`src/rtl/filt_iir_decim_quant.sv`:
```
// Boxcar integrate-and-dump decimator with round, shift and saturate for the filt_iir output.
// Optional overflow counter port o_sat_cnt is enabled with FILT_IIR_DECIM_SATCNT_EN.
module filt_iir_decim_quant #(
    parameter int gp_inp_width  = 16,
    parameter int gp_oup_width  = 8,
    parameter int gp_dec_factor = 4,
    parameter int gp_shift      = 2
) (
    input  logic                           i_clk,
    input  logic                           i_rst_an,
    input  logic                           i_ena,
    input  logic signed [gp_inp_width-1:0] i_data,
    output logic signed [gp_oup_width-1:0] o_data,
    output logic                           o_valid,
    output logic                           o_sat
`ifdef FILT_IIR_DECIM_SATCNT_EN
    ,
    output logic [7:0]                     o_sat_cnt
`endif
);

    localparam int acc_width = gp_inp_width + $clog2(gp_dec_factor);
    localparam int ph_width  = ($clog2(gp_dec_factor) < 1) ? 1 : $clog2(gp_dec_factor);
    localparam logic [ph_width-1:0] last_phase = ph_width'(gp_dec_factor - 1);
    localparam int rnd_pos = (gp_shift > 0) ? gp_shift - 1 : 0;
    localparam logic signed [acc_width:0] rnd_const =
        (gp_shift > 0) ? ((acc_width + 1)'(1) << rnd_pos) : '0;
    localparam logic signed [acc_width:0] q_max =
        {{(acc_width - gp_oup_width + 2){1'b0}}, {(gp_oup_width - 1){1'b1}}};
    localparam logic signed [acc_width:0] q_min =
        {{(acc_width - gp_oup_width + 2){1'b1}}, {(gp_oup_width - 1){1'b0}}};

    logic [ph_width-1:0]         phase;
    logic signed [acc_width-1:0] acc;
    logic signed [acc_width-1:0] dump;
    logic                        dump_vld;
    logic signed [acc_width-1:0] data_ext;
    logic signed [acc_width-1:0] acc_sum;
    logic signed [acc_width:0]   rnd_sum;
    logic signed [acc_width:0]   shifted;
    logic signed [gp_oup_width-1:0] q_data;
    logic                        q_sat;

    assign data_ext = {{(acc_width - gp_inp_width){i_data[gp_inp_width-1]}}, i_data};
    assign acc_sum  = acc + data_ext;

    // Stage 1: integrate D enabled samples, then hand the full sum to stage 2.
    always_ff @(posedge i_clk or negedge i_rst_an) begin
        if (!i_rst_an) begin
            phase    <= '0;
            acc      <= '0;
            dump     <= '0;
            dump_vld <= 1'b0;
        end else begin
            dump_vld <= 1'b0;
            if (i_ena) begin
                if (phase == last_phase) begin
                    dump     <= acc_sum;
                    dump_vld <= 1'b1;
                    acc      <= '0;
                    phase    <= '0;
                end else begin
                    acc   <= acc_sum;
                    phase <= phase + ph_width'(1);
                end
            end
        end
    end

    // One extra bit on the rounding add keeps it from wrapping at the acc extremes.
    always_comb begin
        rnd_sum = {dump[acc_width-1], dump} + rnd_const;
        shifted = rnd_sum >>> gp_shift;
        q_data  = shifted[gp_oup_width-1:0];
        q_sat   = 1'b0;
        if (shifted > q_max) begin
            q_data = {1'b0, {(gp_oup_width - 1){1'b1}}};
            q_sat  = 1'b1;
        end else if (shifted < q_min) begin
            q_data = {1'b1, {(gp_oup_width - 1){1'b0}}};
            q_sat  = 1'b1;
        end
    end

    // o_valid is a one-cycle strobe with no backpressure; o_data/o_sat are meaningful only
    // while it is high, and o_data holds its last value between strobes.
    always_ff @(posedge i_clk or negedge i_rst_an) begin
        if (!i_rst_an) begin
            o_data  <= '0;
            o_valid <= 1'b0;
            o_sat   <= 1'b0;
        end else begin
            o_valid <= dump_vld;
            o_sat   <= dump_vld & q_sat;
            if (dump_vld) begin
                o_data <= q_data;
            end
        end
    end

`ifdef FILT_IIR_DECIM_SATCNT_EN
    always_ff @(posedge i_clk or negedge i_rst_an) begin
        if (!i_rst_an) begin
            o_sat_cnt <= '0;
        end else if (o_valid && o_sat && (o_sat_cnt != 8'hff)) begin
            o_sat_cnt <= o_sat_cnt + 8'd1;
        end
    end
`endif

endmodule

```
`config.mk`:
```
export PLATFORM = sky130hd
export DESIGN_NAME = filt_iir_decim_quant
export DESIGN_NICKNAME = d
export VERILOG_FILES = /design/src/rtl/filt_iir_decim_quant.sv
export SDC_FILE = /design/constraint.sdc
export NUM_CORES = 1
export LEC_CHECK = 0
export ABC_CLOCK_PERIOD_IN_PS = 3950
export CAP_MARGIN = 20
export CORE_MARGIN = 1
export CORE_UTILIZATION = 50
export DETAILED_ROUTE_END_ITERATION = 12
export GPL_ROUTABILITY_DRIVEN = 0
export PLACE_DENSITY = 0.7
export SLEW_MARGIN = 20
export SYNTH_ARGS = -nofsm -noshare
export SYNTH_HDL_FRONTEND = slang
export SYNTH_SLANG_ARGS = --single-unit
```
`constraint.sdc`:
```
create_clock -name i_clk -period 3.95 [get_ports i_clk]
set_input_delay 0.395 -clock i_clk [delete_from_list [all_inputs] [get_ports i_clk]]
set_output_delay 0.395 -clock i_clk [all_outputs]
set_load 0.005 [all_outputs]
```
==> impl_metrics.yaml <==
timing:
  finalSetupViolCount: 0
  worst_pin_slew_ns: 0.601
  maxSlewHeadroom: 0.599
  grt_setup_unrepaired: "no"
  finClkSkew_ns: 0.00920
  fmax_ghz: 0.368
  drv_slew: 0
  hold_violations: 0
  post-route-min-period_ns: 2.71
  finalCritPeriodShare: 0.687
  setup_tns_ns: 0
place:
  dp_cells: 421
  port_buffers: 28
  dpl.hpwl_um: 4640
  post_dp_cell_area_um2: 3390
cells_and_area:
  design_area_um2: 3510
  finalNonFillerCells: 429
  drive_above_1_share: 0.0678
  nNetsFinal: 392
  antenna-diode-count: 0
  area_growth_pct: 15.3
setup_path:
  crit_path_frequent_cell: "o21ai_0"
  critPathMaxStageDelay_ns: 0.46
  crit_chain: "clkdlybuf4s50_1, ha_1, inv_1, fa_1, nor2b_1, o21ai_0, a21oi_1, o21ai_0, o31ai_1, xnor2_1, o21ai_0"
  crit_fanout: 4
  reg2reg_depth: 10
  critPathTopFamily: "compound AO/OA/AOI/OAI gates"
  path_buf_inv: 2
  crit_type: "input pin to register"
  start_kind: "input pin"
  cpMaxStageDelayCell: "clkdlybuf4s50_1"
  rrSetupSlack_ns: 1.41
  crit_required_ns: 4.14
  crit_arrival_ns: 2.91
  r2r_start: "acc[0]$_DFFE_PN0P_"
  r2r_end: "dump[10]$_DFFE_PN0P_"
  cp-end-kind: "register"
clock_network:
  post_cts_buffers: 0
  cts_resized: 0
  cts.hold.buffers_added: 0
  cts-htree-levels: 2
  clock-sinks: 48
  cts.clk_slew.worst_paths_ns: 0.10
  cts-root-buf: "clkbuf_8"
  cts_tree: "done"
  clk_path_buf_depth: 2
  cts-buffers-inserted: 5
  clk_latency_ns: 0.31
grt:
  track_usage: 0.219
  grt_pass1_vias: 2268
  grt_overflow_total: 0
  grt_pass1_wl_um: 10700
  antenna_found_initial: 0
  grt_max_degree: 49
outcome:
  status: "finished clean"
floorplanning:
  die_w_um: 80.0
  die_area_um2: 6400
  core_um2: 5890
  rows: 28
  ioPinCount: 29
  die_y_um: 80.0
  start_util: 0.517
power_and_ir_drop:
  leakage_nw: 1.49
  powerDensity_nw_per_um2: 751
  peakVddDrop_v: 0.000352
synthesis:
  synthDistinctLibCells: 60
  synth_area_per_cell_um2: 9.36
  seq_area_frac_synth: 0.395
  ys.flop_type: "dfrtp_1"
  yosys_warnings: 0
  synth-seq-cells: 48
  synth.net_count: 364
  syn_area_um2: 3040
  syn_inst: 325
  synth_edf_count: 0
  async_flop_share: 1.00
route:
  drt-pass1-iter-count: 4
  drc: 0
  drt-initial-drc-count: 145
  vias_per_cell: 5.69
  ant_nets: 0
  wire_per_inst_um: 14.8
  num_vias: 2442
  totalWireLength_um: 6340
hold_path:
  hp-class: "input pin to async pin"
job:
  drv_cap: 0
state kept, by name, summed over array words and instances, names as in the netlist:
signal	cells
acc	18
dump	17
dump_vld	1
o_data	8
o_sat	1
o_valid	1
phase	2
worst max path at each step:
stage	from	to	slack [ns]	depth (start not counted)
2_1_floorplan	i_data[8]	acc[17]$_DFFE_PN0P_	1.61	9
3_3_place_gp	i_data[0]	dump[12]$_DFFE_PN0P_	1.01	11
3_5_place_dp	i_data[0]	acc[12]$_DFFE_PN0P_	0.94	11
4_1_cts	i_data[0]	dump[12]$_DFFE_PN0P_	1.26	11
5_1_grt	i_data[0]	acc[10]$_DFFE_PN0P_	1.04	11
6_report	i_data[0]	dump[10]$_DFFE_PN0P_	1.24	11
cell usage in the layout (no fill, tap or decap), types with 3 or more instances in the layout:
cell | Yosys | final
nor2_1 | 21 | 21
ha_1 | 19 | 19
nor2b_1 | 4 | 4
inv_1 | 27 | 27
nand2_1 | 30 | 30
a311oi_1 | 7 | 7
a31oi_1 | 3 | 3
clkdlybuf4s50_1 | 0 | 27
buf_4 | 0 | 4
nor3_1 | 3 | 3
o31ai_1 | 3 | 3
clkbuf_8 | 0 | 5
o21ai_0 | 26 | 26
xnor2_1 | 14 | 14
nand3_1 | 9 | 9
a21o_1 | 5 | 5
o21a_1 | 5 | 5
dfrtp_1 | 48 | 48
a21oi_1 | 10 | 10
and3_1 | 4 | 4
xor2_1 | 7 | 7
nand2b_1 | 4 | 4
o22ai_1 | 14 | 14
power by group:
part	total [mW]	leakage, nW	internal (mW)	switching, mW
combinational	1.33	0.843	0.624	0.702
clock	0.371	0.0548	0.191	0.180
sequential	0.939	0.595	0.716	0.223
total	2.64	1.49	1.53	1.10
metrics by stage:
stage | setup WS (ns) | utilization | total power [mW] | hold slack (ns)
5_1_grt | 1.04 | 0.596 | 2.87 | 0.134
2_1_floorplan | 1.61 | - | 1.89 | 0.0994
6_report | 1.24 | 0.596 | 2.64 | 0.0790
3_3_place_gp | 1.01 | 0.576 | 2.22 | 0.469
3_5_place_dp | 0.939 | 0.576 | 2.26 | 0.476
4_1_cts | 1.26 | 0.595 | 2.64 | 0.320
synthesized netlist by cell type (4+ instances only):
cell,count,area (um2)
a21o_1,5,37.5
a21oi_1,10,50.1
nand2b_1,4,25.0
clkbuf_1,9,33.8
a311oi_1,7,61.3
and3_1,4,25.0
xnor2_1,14,123
o21a_1,5,37.5
nor2b_1,4,25.0
dfrtp_1,48,1200
nor2_1,21,78.8
ha_1,19,238
o21ai_0,26,130
nand2_1,30,113
nand3_1,9,45.0
xor2_1,7,61.3
o22ai_1,14,87.6
inv_1,27,101
kinds of logic (layout without fill, tap and decap cells):
family,count (synthesis),in the layout,synth area share
xor+xnor,21,21,0.0604
flops,48,48,0.395
simple gates,95,95,0.167
fa+ha+maj,20,20,0.0847
compound gates,99,99,0.228
mux,5,5,0.0177
buf+inv,37,66,0.0481
routing by layer:
layer | global-route usage | up-vias | part of all wire
li1 | - | 1245 | -
met5 | 0 | - | 0
met3 | 0.0446 | 5 | 0.040
met1 | 0.296 | 1135 | 0.49
met4 | 0.0536 | 0 | 0.0073
met2 | 0.358 | 57 | 0.47
layout make-up:
cell class                 instances  area, um2
fill                             524       2380
multi-input combinational        240       1700
sequential                        48       1200
timing repair buffer              31        300
inverter                          27        101
tap                               75       93.8
clock buffer                       5       68.8
clock inverter                     3       46.3
No activity file was read; power rests on OpenSTA's default activity.
